### config.mk
export PLATFORM = sky130hd
export DESIGN_NAME = ila_capture_ctrl
export DESIGN_NICKNAME = d
export VERILOG_FILES = /design/src/rtl/ila_capture_ctrl_pkg.sv /design/src/rtl/ila_capture_ctrl_trig_cmp.sv /design/src/rtl/ila_capture_ctrl.sv
export SDC_FILE = /design/constraint.sdc
export NUM_CORES = 1
export LEC_CHECK = 0
export BUFFER_PORTS_ARGS = -buffer_cell sky130_fd_sc_hd__buf_2
export CAP_MARGIN = 20
export CORE_AREA = 2 2 168 170
export CTS_CLUSTER_SIZE = 40
export DETAILED_ROUTE_END_ITERATION = 8
export DIE_AREA = 0 0 170 172
export PLACE_DENSITY = 0.63
export REMOVE_ABC_BUFFERS = 1
export SLEW_MARGIN = 10
export SYNTH_ARGS = -nofsm -noshare
export SYNTH_HDL_FRONTEND = slang
export SYNTH_SLANG_ARGS = --single-unit
### constraint.sdc
create_clock -name clk -period 3.65 [get_ports clk]
set_clock_uncertainty 0.1 [all_clocks]
set_input_delay 0.365 -clock clk [delete_from_list [all_inputs] [get_ports clk]]
set_output_delay 0.365 -clock clk [all_outputs]
set_load 0.01 [all_outputs]
### src/rtl/ila_capture_ctrl_pkg.sv
// Shared ILA definitions: capture state encodings and default widths, also used by
// ila_top and the software register map.
package ila_capture_ctrl_pkg;

  localparam int ILA_DATA_WIDTH = 64;
  localparam int ILA_ADDR_WIDTH = 8;

  typedef enum logic [1:0] {
    ILA_IDLE  = 2'd0,
    ILA_ARMED = 2'd1,
    ILA_POST  = 2'd2,
    ILA_DONE  = 2'd3
  } ila_state_e;

endpackage

### src/rtl/ila_capture_ctrl_trig_cmp.sv
// Masked trigger compare: hit when every masked bit of data equals the value bit.
module ila_trig_cmp #(
  parameter int DW = 64
) (
  input  logic [DW-1:0] data,
  input  logic [DW-1:0] mask,
  input  logic [DW-1:0] value,
  output logic          hit
);

  assign hit = ((data ^ value) & mask) == '0;

endmodule

### src/rtl/ila_capture_ctrl.sv
// ILA capture sequencer: circular pre/post-trigger capture into a BRAM, then
// oldest-first readout of the frozen window on software read requests.
module ila_capture_ctrl
  import ila_capture_ctrl_pkg::*;
#(
  parameter int DATA_WIDTH = ILA_DATA_WIDTH,
  parameter int ADDR_WIDTH = ILA_ADDR_WIDTH
) (
  input  logic                  clk,
  input  logic                  rst,
  input  logic [DATA_WIDTH-1:0] data_in,
  input  logic                  arm,
  input  logic [DATA_WIDTH-1:0] trig_mask,
  input  logic [DATA_WIDTH-1:0] trig_value,
  input  logic [ADDR_WIDTH-1:0] post_count,
  input  logic                  rd_req,
  output logic                  bram_wea,
  output logic [ADDR_WIDTH-1:0] bram_addra,
  output logic [DATA_WIDTH-1:0] bram_dina,
  output logic                  bram_enb,
  output logic [ADDR_WIDTH-1:0] bram_addrb,
  input  logic [DATA_WIDTH-1:0] bram_doutb,
  output logic [DATA_WIDTH-1:0] rd_data,
  output logic                  rd_valid,
  output logic [1:0]            state,
  output logic [ADDR_WIDTH-1:0] trig_addr,
  output logic [ADDR_WIDTH:0]   num_valid
);

  localparam int DW = DATA_WIDTH;
  localparam int AW = ADDR_WIDTH;
  localparam logic [AW:0] DEPTH = {1'b1, {AW{1'b0}}};

  ila_state_e     state_q, state_d;
  logic [AW-1:0]  wr_ptr_q, wr_ptr_d;
  logic [AW-1:0]  rd_ptr_q, rd_ptr_d;
  logic [AW-1:0]  post_cnt_q, post_cnt_d;
  logic [AW-1:0]  trig_addr_q, trig_addr_d;
  logic [AW:0]    num_valid_q, num_valid_d;
  logic [AW:0]    fill_cnt_q, fill_cnt_d;
  logic [DW-1:0]  rd_data_q, rd_data_d;
  logic           rd_pend_q, rd_pend_d;
  logic           rd_valid_q, rd_valid_d;

  logic           hit;
  logic           writing;
  logic           rd_fire;
  logic           finish;
  logic [AW-1:0]  wr_ptr_next;
  logic [AW:0]    fill_next;

  ila_trig_cmp #(.DW(DW)) u_trig_cmp (
    .data  (data_in),
    .mask  (trig_mask),
    .value (trig_value),
    .hit   (hit)
  );

  assign writing     = (state_q == ILA_ARMED) || (state_q == ILA_POST);
  assign rd_fire     = (state_q == ILA_DONE) && rd_req && !arm;
  assign wr_ptr_next = wr_ptr_q + 1'b1;
  assign fill_next   = (fill_cnt_q == DEPTH) ? DEPTH : fill_cnt_q + 1'b1;

  always_comb begin
    state_d     = state_q;
    wr_ptr_d    = wr_ptr_q;
    rd_ptr_d    = rd_ptr_q;
    post_cnt_d  = post_cnt_q;
    trig_addr_d = trig_addr_q;
    num_valid_d = num_valid_q;
    fill_cnt_d  = fill_cnt_q;
    finish      = 1'b0;
    // Read data is one cycle behind the port-B request; in-flight reads survive arm.
    rd_pend_d   = rd_fire;
    rd_valid_d  = rd_pend_q;
    rd_data_d   = rd_pend_q ? bram_doutb : rd_data_q;

    if (arm) begin
      state_d    = ILA_ARMED;
      wr_ptr_d   = '0;
      fill_cnt_d = '0;
    end else begin
      if (writing) begin
        wr_ptr_d   = wr_ptr_next;
        fill_cnt_d = fill_next;
      end
      case (state_q)
        ILA_ARMED: begin
          if (hit) begin
            trig_addr_d = wr_ptr_q;
            if (post_count == '0) begin
              finish = 1'b1;
            end else begin
              post_cnt_d = post_count;
              state_d    = ILA_POST;
            end
          end
        end
        ILA_POST: begin
          post_cnt_d = post_cnt_q - 1'b1;
          if (post_cnt_q == AW'(1)) finish = 1'b1;
        end
        ILA_DONE: begin
          if (rd_fire) rd_ptr_d = rd_ptr_q + 1'b1;
        end
        default: ;
      endcase
      // Once wrapped, the oldest sample sits just past the final write.
      if (finish) begin
        state_d     = ILA_DONE;
        num_valid_d = fill_next;
        rd_ptr_d    = (fill_next == DEPTH) ? wr_ptr_next : '0;
      end
    end
  end

  always_ff @(posedge clk or posedge rst) begin
    if (rst) begin
      state_q     <= ILA_IDLE;
      wr_ptr_q    <= '0;
      rd_ptr_q    <= '0;
      post_cnt_q  <= '0;
      trig_addr_q <= '0;
      num_valid_q <= '0;
      fill_cnt_q  <= '0;
      rd_data_q   <= '0;
      rd_pend_q   <= 1'b0;
      rd_valid_q  <= 1'b0;
    end else begin
      state_q     <= state_d;
      wr_ptr_q    <= wr_ptr_d;
      rd_ptr_q    <= rd_ptr_d;
      post_cnt_q  <= post_cnt_d;
      trig_addr_q <= trig_addr_d;
      num_valid_q <= num_valid_d;
      fill_cnt_q  <= fill_cnt_d;
      rd_data_q   <= rd_data_d;
      rd_pend_q   <= rd_pend_d;
      rd_valid_q  <= rd_valid_d;
    end
  end

  assign bram_wea   = writing;
  assign bram_addra = wr_ptr_q;
  assign bram_dina  = data_in;
  assign bram_enb   = rd_fire;
  assign bram_addrb = rd_ptr_q;
  assign rd_data    = rd_data_q;
  assign rd_valid   = rd_valid_q;
  assign state      = state_q;
  assign trig_addr  = trig_addr_q;
  assign num_valid  = num_valid_q;

endmodule

# After elaboration in Yosys (flattened, before gate mapping)
# Index checks and enable logic that the tools add are counted.
[totals]
regBits = 118
input_bits = 268
word_cells = 65
[op_classes]
add_sub_neg = 4
eq_ne = 9
muxes = 22
n_bitwise = 3
reduce_logical = 17
[op_table]
columns = ["cell", "n"]
rows = [
  ["$and 64x64->64", 1],
  ["$logic_not 64->1", 1],
  ["$mux 8", 8],
  ["$xor 64x64->64", 1],
  ["$mux 9", 3],
  ["$eq 9x9->1 const B", 2],
  ["$add 8x1->8 const B", 2],
  ["$pmux 8 s2", 1],
  ["$mux 2", 5],
  ["$add 9x1->9 const B", 1],
  ["$reduce_and 3->1", 3],
  ["$eq 8x1->1 const B", 1],
  ["$logic_not 8->1", 1],
  ["$reduce_bool 2->1", 4],
  ["$sub 8x1->8 const B", 1],
  ["$reduce_bool 3->1", 2],
  ["$eq 2x2->1 const B", 2],
  ["$mux 1", 4],
  ["$ne 2x2->1 const B", 2],
  ["$reduce_and 4->1", 1],
  ["$ne 3x2->1 const B", 1],
  ["$eq 2x1->1 const B", 1],
  ["$logic_and 1x1->1", 2],
  ["$pmux 1 s2", 1],
  ["4 further kinds", 4],
]

# Longest topological paths before layout
# Gate-level depths: netlist of the first run.
[logic_depth]
ltp_word = 8
ltp_mapped = 11

# Modules after synthesis
# From an unflattened synthesis of the first run, not the netlist that was laid out.
[unflattened]
cells_unflattened = 621
area_unflattened_um2 = 6820.3
[by_module_without_submodules]
columns = ["module", "n_inst", "cells_per_inst", "area_each_um2"]
rows = [
  ["ila_capture_ctrl", 1, 516, 5934.4],
  ["ila_trig_cmp", 1, 105, 885.8],
]

# Worst setup path after synthesis of the first run
# Ideal clock, no wire load.
[synth_path]
path_kind = "input-to-reg"
from = "input trig_value[56]"
to = "register rd_ptr_q[6] (netlist: bram_addrb[6])"
setup_ns = 0.086
arrival_ns = 2.227
slack_ns = 1.238
stages = 9
path_buffers = 1
cell_sequence = "xor2_1 > a22oi_2 > nand4_1 > nor4_4 > nand4_2 > a21o_1 > buf_6 > or3_1 > a32oi_1"
[synth_between]
elab_chain_cells = 8
[synth_rtl]
columns = ["element", "line_no", "rtl"]
rows = [
  ["start: declaration", "ila_capture_ctrl.sv:14", "input logic [DATA_WIDTH-1:0] trig_value,"],
  ["$xor 64x64->64 *", "ila_capture_ctrl_trig_cmp.sv:11", "assign hit = ((data ^ value) & mask) == '0;"],
  ["$and 64x64->64 *", "ila_capture_ctrl_trig_cmp.sv:11", ""],
  ["$logic_not 64->1 *", "ila_capture_ctrl_trig_cmp.sv:11", ""],
  ["$mux 1 *", "ila_capture_ctrl.sv:89", "if (hit) begin"],
  ["$pmux 1 s2 *", "ila_capture_ctrl.sv:87", "case (state_q)"],
  ["$mux 1 *", "ila_capture_ctrl.sv:78", "if (arm) begin"],
  ["$reduce_bool 2->1 (no line)", "-", ""],
  ["$reduce_and 3->1 (no line)", "-", ""],
  ["end signal: assignment", "ila_capture_ctrl.sv:132", "rd_ptr_q <= rd_ptr_d;"],
  ["end: declaration", "ila_capture_ctrl.sv:36", "logic [AW-1:0] rd_ptr_q, rd_ptr_d;"],
]
# Mark *: on every way between the ends. The rest lies on a longest branch, timed or not. The select of a mux whose other input is x is not followed.
# A chain may end at the register's enable or synchronous reset.

# Worst setup path after layout of the first run
[layout_path]
from = "register state_q[0] (netlist: state[0])"
to = "register rd_ptr_q[6] (netlist: bram_addrb[6])"
[layout_between]
elab_chain_cells = 5
[layout_rtl]
columns = ["element", "line_no", "rtl"]
rows = [
  ["start: declaration", "ila_capture_ctrl.sv:34", "ila_state_e state_q, state_d;"],
  ["start signal: assignment", "ila_capture_ctrl.sv:130", "state_q <= state_d;"],
  ["$eq 2x2->1, or another cell as far along", "ila_capture_ctrl.sv:87", ""],
  ["$pmux 1 s2 / $logic_and 1x1->1 (equally long branches)", "ila_capture_ctrl.sv:87, ila_capture_ctrl.sv:60", ""],
  ["$mux 1 / $logic_and 1x1->1 (equally long branches)", "ila_capture_ctrl.sv:78, ila_capture_ctrl.sv:60", ""],
  ["$reduce_bool 2->1 (no line)", "-", ""],
  ["$reduce_and 3->1 (no line)", "-", ""],
]
# Several ways; a longest one is shown, not always the timed one. The select of a mux whose other input is x is not followed.

==> flow_summary.ini, run 1 <==
[status]
outcome = complete, but fails checks
violations = hold timing

[synthesis]
synth_most_common_cell = dfrtp_1
yosysWarnings = 0
synth.area.top_cells = dfrtp_1, mux2_2, xor2_1, buf_4, a22oi_1
synth_commonest_cells = dfrtp_1, xor2_1, mux2_2
synthCells = 666
async_flop_share_pct = 100.0
synth.distinct_cells = 52
synth_top_cell_area_share_pct = 42.55
syn_avg_cell_area_um2 = 10.42
ys.flop_type = dfrtp_1
ys_seq_area_share_pct = 42.55
post-synth-top-area-cell = dfrtp_1
synth_edf_count = 0
synth_seq_cells = 118
syn_area_um2 = 6940

[clock_network]
cts_tree = done
post_cts_buffers = 0
path_clk_slew_ns = 0.06
cts_hold_buf = 0
h-tree-depth = 4
cts_made_buffers = 17
clockBufferDepth = 2
cts_resized = 0
clockRootBuffer = clkbuf_16
clock_sinks = 118
clk_latency_ns = 0.41

[global_route]
grt_pass1_vias = 6156
gr-usage-all-layers_pct = 15.78
grt_overflow = 0
grt_pass1_wl_um = 34740
antenna_found_initial = 0
grt_max_degree = 63

[cells_and_area]
drive_gt1_share_pct = 52.82
synthToLayoutAreaGrowth_pct = 38.38
nets = 1311
postLayoutCellArea_um2 = 9604
fill_cells = 2794
diodes = 0

[critical_path]
critical_path_arrival_ns = 3.08
cp.required_ns = 3.87
start_kind = flip-flop
critPathKind = reg -> reg
crit_path_end_kind = flip-flop
worstPathMaxFanout = 21
r2r_cells = 8

[sta]
hold_viol = 13
maxSlewHeadroom_pct = 48.22
setup_violations = 0
tightestPinTransition_ns = 0.7767
fmax_mhz = 349.7
fin_tns_setup_ns = 0
period_share_pct = 78.34
rsz0062_at_grt = no
fin_hold_ws_ns = -0.007355
drv_slew = 0
min_period_ns = 2.859

[placement]
port-buffer-count = 433
dpl.hpwl_um = 19650
placed_area_um2 = 9017
gp_congestion = 0.9580

[floorplan]
core.rowCount = 61
die_h_um = 172
boundaryPins = 434
chipWidth_um = 170
coreArea_um2 = 27480
die_area_um2 = 29240
start_util_pct = 25.26

[routing]
final_antenna_net_count = 0
drc = 0
routedWlPerCell_um = 17.20
first_pass_iters = 6
wirelength_um = 23960
routed-via-count = 6457
via_per_inst = 4.635
dr.first_iter.drc_count = 260

[min_path]
hold_path.class = in -> async

[power_and_ir_drop]
power_density_nw_per_um2 = 381.8
power_leakage_nw = 5.129
ir_drop_uv = 302.3
power_w = 0.003667

[job]
maxCapViolations = 0
-- worst paths after layout --
| check | start | to | slack (ns) |
|---|---|---|---|
| min in group clk | bram_doutb[27] | rd_data[27] | 0.08 |
| max in group asynchronous | rst | rd_data[49] | 2.66 |
| setup reg to reg | state[0] | bram_addrb[6] | 0.79 |
| setup / recovery | state[0] | bram_addrb[6] | 0.79 |
| hold / removal | rst | num_valid[6] | -0.007 |
| hold reg to reg | rd_data[63] | rd_data[63] | 0.40 |
-- power breakdown --
part	switching, W	leakage (nW)	internal (W)
Combinational	0.000315	3.28	0.000279
Sequential	0.0000377	1.56	0.00137
Clock	0.000631	0.286	0.00104
Total	0.000983	5.13	0.00268
-- flip-flops by register name (all words and copies together) (netlist names) --
name,count
bram_addra,8
bram_addrb,8
fill_cnt_q,9
num_valid,9
post_cnt_q,8
rd_data,64
rd_pend_q,1
rd_valid,1
state,2
trig_addr,8
-- area by class of cell --
cell class	instances	area, um^2	share of cell area (%)
Multi-Input combinational cell	438	3324	34.61
Sequential cell	118	2954	30.76
Timing Repair Buffer	440	2232	23.24
Clock buffer	20	456.7	4.755
Tap cell	346	432.9	4.508
Clock inverter	12	130.1	1.355
Inverter	19	73.82	0.7686
-- metal layers --
metal | vias to the layer above | share of wire [%] | GRT usage, %
met2 | 326 | 48 | 27.35
met1 | 3051 | 41 | 18.81
li1 | 3049 | - | -
met5 | - | 0 | 0
met4 | 0 | 3.2 | 7.246
met3 | 31 | 7.6 | 3.342
-- per-stage QoR --
stage / worst slack (ns) / std cells / util (%)
after CTS: 0.7859 / 1393 / 34.95
after global routing: 0.4230 / 1393 / 34.95
after global placement: 0.6655 / 1361 / 32.82
after detailed placement: 0.6161 / 1361 / 32.82
final: 0.7906 / 1393 / 34.95
after floorplan: 0.05588 / 575 / -
-- kinds of logic after synthesis --
kind of cell / synth area share, %
AOI/OAI and AO/OA: 10.80
xor gates and xnor gates: 11.23
adders and majority gates: 1.623
buffers and inverters: 9.554
DFF: 42.55
muxes: 13.02
and+or+nand+nor: 11.23
-- placed cells by master (no fill, tap or decap), types with 6 or more instances in the layout --
master       n
nand2_1     28
and3_1       6
xnor2_1     10
a21oi_1     24
or3_1        7
nand3_1     11
nand4_1     19
buf_4        6
mux2i_1      7
buf_2      433
ha_1         9
dfrtp_1    117
xor2_1      79
nor2_1      41
nor4_1       6
mux2_2      74
a22oi_1     42
clkbuf_16   17
inv_1       17
nor3_1       6
o21ai_0     20
-- critical path, stage by stage (launching register included) --
cell and delay [ns]:
dfrtp_1 0.37, inv_1 0.06, ha_1 0.56, inv_1 0.20, nor4b_1 0.32, nand2_1 0.19
a21o_1 0.35, or3_1 0.43, a32oi_1 0.20
(Power assumes the default switching activity.)
==> inputs of run 2 (changes only) <==
==> constraint.sdc (replaced) <==
create_clock -name clk -period 2.35 [get_ports clk]
set_clock_uncertainty 0.1 [all_clocks]
set_input_delay 0.235 -clock clk [delete_from_list [all_inputs] [get_ports clk]]
set_output_delay 0.235 -clock clk [all_outputs]
set_load 0.01 [all_outputs]
==> flow_summary.ini, run 2 (synthesized netlist as in run 1, its figures left out) <==
[status]
outcome = completed

[routing]
wirelength_um = 25730
final_antenna_net_count = 0
dr.first_iter.drc_count = 367
via_per_inst = 4.547
drc = 0
first_pass_iters = 5
routedWlPerCell_um = 16.79
routed-via-count = 6966

[clock_network]
cts_made_buffers = 17
clockRootBuffer = clkbuf_16
clk_latency_ns = 0.41
path_clk_slew_ns = 0.06
clock_sinks = 118
clockBufferDepth = 2
cts_tree = done
h-tree-depth = 4

[critical_path]
worstPathMaxFanout = 4
cp.required_ns = 2.55
critPathSlowestCell = dfrtp_1
critical_path_arrival_ns = 2.48
critPathKind = reg -> reg
start_kind = flip-flop
crit_path_end_kind = flip-flop
cp_cell_sequence = buf_4, inv_1, ha_1, inv_1, nor4b_2, nand2_2, a211oi_2, buf_4, mux2_2
slowest_delay_ns = 0.41

[floorplan]
coreArea_um2 = 27480
core.rowCount = 61
start_util_pct = 25.26
boundaryPins = 434
die_area_um2 = 29240
chipWidth_um = 170
die_h_um = 172

[power_and_ir_drop]
power_density_nw_per_um2 = 538.1
p_int_w = 0.004289
p_sw_w = 0.001570
power_switching_share_pct = 26.79
combPwrFrac_pct = 19.0
power_leakage_nw = 5.759
p_clk_share_pct = 43.8
pwr-share-seq_pct = 37.2
ir_drop_uv = 475.9

[placement]
port-buffer-count = 433
gp_congestion = 0.9351
placed_area_um2 = 9575
dpl.hpwl_um = 19730

[sta]
setup_violations = 0
fin_tns_setup_ns = 0
drv_slew = 0
rsz0062_at_grt = yes
tightestPinTransition_ns = 0.6339
period_share_pct = 97.05
maxSlewHeadroom_pct = 57.74
min_period_ns = 2.281
hold_viol = 0
fmax_mhz = 438.5

[cells_and_area]
synthToLayoutAreaGrowth_pct = 56.90
nets = 1451
largest_register_ffs = 64
diodes = 0
final_common_cell = buf_2
final_cell_mix = buf_2, dfrtp_1, xor2_1, buf_4, mux2_2
drive_gt1_share_pct = 53.63
fill_cells = 2661
postLayoutCellArea_um2 = 10890

[global_route]
gr-usage-all-layers_pct = 16.97
grt_overflow = 0
grt_pass1_vias = 6943
grt_pass1_wl_um = 37740
antenna_found_initial = 1
grt_max_degree = 119

[job]
maxCapViolations = 0

[min_path]
hold_path.class = in -> reg
==> run 2: changes by cell type in the layout (fill, tap and decap cells not counted), sizes merged <==
| cell | previous run | this run |
|---|---|---|
| inv | 19 | 21 |
| clkinv | 8 | 3 |
| buf | 440 | 515 |
| dlygate4sd3 | 0 | 65 |
| clkinvlp | 2 | 4 |
==> run 2: worst paths after layout <==
path	startpoint	to	cells after the start	slack (ns)
max	state[0]	num_valid[0]	9	0.07
max reg2reg	state[0]	num_valid[0]	9	0.07
min	post_count[1]	post_cnt_q[1]	3	0.05
min in group asynchronous	rst	rd_data[56]	4	0.45
max in group asynchronous	rst	rd_pend_q	4	1.20
min reg2reg	trig_addr[6]	trig_addr[6]	1	0.40
==> run 2: area by class of cell <==
cell class,instances,area [um^2],area share (%)
Clock inverter,11,126.4,1.161
Inverter,19,73.82,0.6779
Clock buffer,20,446.7,4.102
Multi-Input combinational cell,438,3374,30.99
Timing Repair Buffer,580,3478,31.94
Tap cell,346,432.9,3.976
Sequential cell,118,2957,27.15
==> run 2: worst max-delay path, delay by kind of cell, from the launching register on <==
family	cells	cell delay, ns
buf+inv	4	0.45
fa+ha+maj	1	0.15
compound gates	1	0.25
flops	1	0.41
mux	1	0.33
simple gates	2	0.45
==> run 2: power groups by stage <==
stage	registers (W)	logic, W	clock network, W
floorplan	0.00225	0.000309	0
global placement	0.00221	0.00101	0
detailed placement	0.00221	0.00102	0
CTS	0.00218	0.00111	0.00264
global route	0.00219	0.00121	0.00274
finish	0.00218	0.00111	0.00257
==> run 2: timing repair <==
item | in CTS | in global routing
hold buffers | 65 | 0
pin swaps | 2 | 12
gates resized for setup | 1 | 14
hold endpoints to repair | 182 | 0
setup endpoints to repair | 17 | 25
buffers inserted | 0 | 4
gates cloned | 0 | 0
==> run 2: metal layers <==
layer  global-route usage, %  part of all wire, %
met5                       0                0.054
met4                   5.500                  2.3
met3                   4.074                  7.2
met2                   30.83                   50
met1                   19.66                   40
==> run 2: stage by stage <==
stage                     hold WS [ns]  util [%]  setup slack (ns)  power (W)  instances
after floorplan                 0.1981         -            -1.114   0.002556        575
after global placement          0.3517     34.85           -0.2999   0.003222       1432
after detailed placement        0.3606     34.85           -0.3461   0.003232       1432
after CTS                      0.01490     39.31           0.01967   0.005927       1528
after global routing           0.03695     39.63          -0.07631   0.006147       1532
final                          0.04871     39.63           0.06939   0.005859       1532
==> inputs of run 3 (changes only) <==
--- a/config.mk
+++ b/config.mk
@@ -5,13 +5,13 @@
 export SDC_FILE = /design/constraint.sdc
 export NUM_CORES = 1
 export LEC_CHECK = 0
-export BUFFER_PORTS_ARGS = -buffer_cell sky130_fd_sc_hd__buf_2
 export CAP_MARGIN = 20
-export CORE_AREA = 2 2 168 170
+export CORE_AREA = 2 2 169 171
 export CTS_CLUSTER_SIZE = 40
 export DETAILED_ROUTE_END_ITERATION = 8
-export DIE_AREA = 0 0 170 172
-export PLACE_DENSITY = 0.63
+export DIE_AREA = 0 0 171 173
+export DONT_BUFFER_PORTS = 1
+export PLACE_DENSITY = 0.49
 export REMOVE_ABC_BUFFERS = 1
 export SLEW_MARGIN = 10
 export SYNTH_ARGS = -nofsm -noshare
==> flow_summary.ini, run 3 (synthesized netlist as in run 1, its figures left out) <==
[status]
outcome = completed

[power_and_ir_drop]
power_density_nw_per_um2 = 628.6
power_w = 0.005467
pwr-share-seq_pct = 40.9
power_switching_share_pct = 26.25
p_clk_share_pct = 48.8
p_sw_w = 0.001435
combPwrFrac_pct = 10.3
power_leakage_nw = 3.885
p_int_w = 0.004032
ir_drop_uv = 310.4

[floorplan]
die_h_um = 173
die_area_um2 = 29580
start_util_pct = 25.12
coreArea_um2 = 27630
boundaryPins = 434
core.rowCount = 61
chipWidth_um = 171

[cells_and_area]
drive_gt1_share_pct = 24.80
largest_register_ffs = 64
final_common_cell = dfrtp_1
synthToLayoutAreaGrowth_pct = 25.31
nets = 1002
final_cell_mix = dfrtp_1, xor2_1, mux2_2, dlygate4sd3_1, buf_4
postLayoutCellArea_um2 = 8697

[critical_path]
cp.required_ns = 2.57
crit_family = compound AO/OA/AOI/OAI gates
cp.depth = 10
crit_path_end_kind = flip-flop
cp_cell_sequence = buf_4, and3_1, and2_2, a211o_1, o22ai_1, nand3_2, buf_4, nor2_1, mux2i_1, a22oi_1
critPathSlowestCell = dfrtp_1
r2r_start = fill_cnt_q[1]
r2r_slack_ns = 0.05
crit_path_end = bram_addrb[4]
r2r-end = bram_addrb[4]
slowest_delay_ns = 0.42
critical_path_arrival_ns = 2.53
cp-startpoint = fill_cnt_q[1]
r2r_cells = 10
crit_top_cell = buf_4
worstPathMaxFanout = 5
crit_buf_inv = 2
critPathKind = reg -> reg
start_kind = flip-flop

[routing]
wirelength_um = 23520
first_pass_iters = 7
routedWlPerCell_um = 21.04
drc = 0
routed-via-count = 5344
final_antenna_net_count = 0
via_per_inst = 4.780
dr.first_iter.drc_count = 224

[global_route]
gr-usage-all-layers_pct = 15.31
grt_pass1_wl_um = 33760
antenna_found_initial = 3
grt_pass1_vias = 5620
grt_max_degree = 66
grt_overflow = 0

[clock_network]
clockRootBuffer = clkbuf_16
cts_made_buffers = 17
clock_sinks = 118
h-tree-depth = 4
cts_tree = done
clockBufferDepth = 2
clk_latency_ns = 0.42
path_clk_slew_ns = 0.07

[sta]
drv_slew = 0
fin_tns_setup_ns = 0
tightestPinTransition_ns = 0.9226
setup_ws_ns = 0.04515
min_period_ns = 2.305
fmax_mhz = 433.9
hold_viol = 0
setup_violations = 0
maxSlewHeadroom_pct = 38.49
period_share_pct = 98.08

[min_path]
hold_path.class = in -> reg

[placement]
placed_area_um2 = 7276
port-buffer-count = 0
gp_congestion = 0.9403
pre_cts_ws_ns = -0.1976
dpl.hpwl_um = 17990

[job]
maxCapViolations = 0
==> run 3: cell count changes in the layout (fill, tap and decap cells not counted), moves of 2 or more <==
cell | before | now
buf_2 | 433 | 0
diode_2 | 0 | 2
buf_4 | 77 | 52
dfrtp_2 | 3 | 1
dfrtp_1 | 115 | 117
nor2_2 | 0 | 2
dlygate4sd3_1 | 65 | 74
inv_6 | 2 | 6
nor2_1 | 41 | 39
==> run 3: timing repair <==
| action | 4_1_cts | 5_1_grt |
|---|---|---|
| setup buffers | 0 | 1 |
| hold buffers | 75 | 0 |
| cloned | 0 | 0 |
| endpoints found under the setup margin | 16 | 25 |
| resized for setup | 2 | 17 |
| pin swaps | 4 | 3 |
| hold endpoints to repair | 120 | 0 |
==> run 3: how the worst min path moves through the flow <==
stage                         end    from  cells past startpoint
detailed placement   num_valid[6]     rst                      1
CTS                 post_cnt_q[7]     arm                      3
global placement     num_valid[8]     rst                      1
floorplan           bram_addra[3]     arm                      1
finish                  rd_pend_q  rd_req                      3
global route            rd_pend_q  rd_req                      3
==> run 3: cell type report <==
class,count,area (um^2)
fill,2819,18930
multi-input combinational,438,3388
sequential,118,2954
timing repair buffer,131,1215
tap,378,473.0
clock buffer,19,442.9
clock inverter,13,145.1
inverter,19,73.82
antenna,2,5.005
==> run 3: per-layer routing <==
| metal | global-route usage (%) | up-vias | share of wire, % |
|---|---|---|---|
| met5 | 0 | - | 0.060 |
| met4 | 7.345 | 2 | 3.9 |
| met3 | 4.120 | 40 | 7.9 |
| met2 | 25.76 | 308 | 47 |
| met1 | 17.95 | 2562 | 41 |
| li1 | - | 2432 | - |
==> run 3: worst register-to-register path: cells and delay by family, from the launching register on <==
| kind | cells | cell delay [ns] |
|---|---|---|
| AO/OA/AOI/OAI | 3 | 0.65 |
| AND/OR/NAND/NOR | 4 | 0.62 |
| flip-flops | 1 | 0.42 |
| buffers and inverters | 2 | 0.33 |
| multiplexers | 1 | 0.09 |
==> run 3: power groups by stage <==
stage                     Combinational (W)  Sequential (W)  Clock (W)
after global routing               0.000627         0.00225    0.00286
after floorplan                    0.000309         0.00225          0
final                              0.000563         0.00224    0.00267
after detailed placement           0.000453         0.00228          0
after CTS                          0.000566         0.00224    0.00279
after global placement             0.000447         0.00228          0
==> run 3: per-stage QoR <==
stage                     util (%)  hold slack, ns  instances
after floorplan                  -          0.1981        575
after global placement       26.33         0.04624       1008
after detailed placement     26.33         0.03789       1008
after CTS                    31.21         0.03728       1115
after global routing         31.48         0.06905       1118
final                        31.48         0.05064       1118
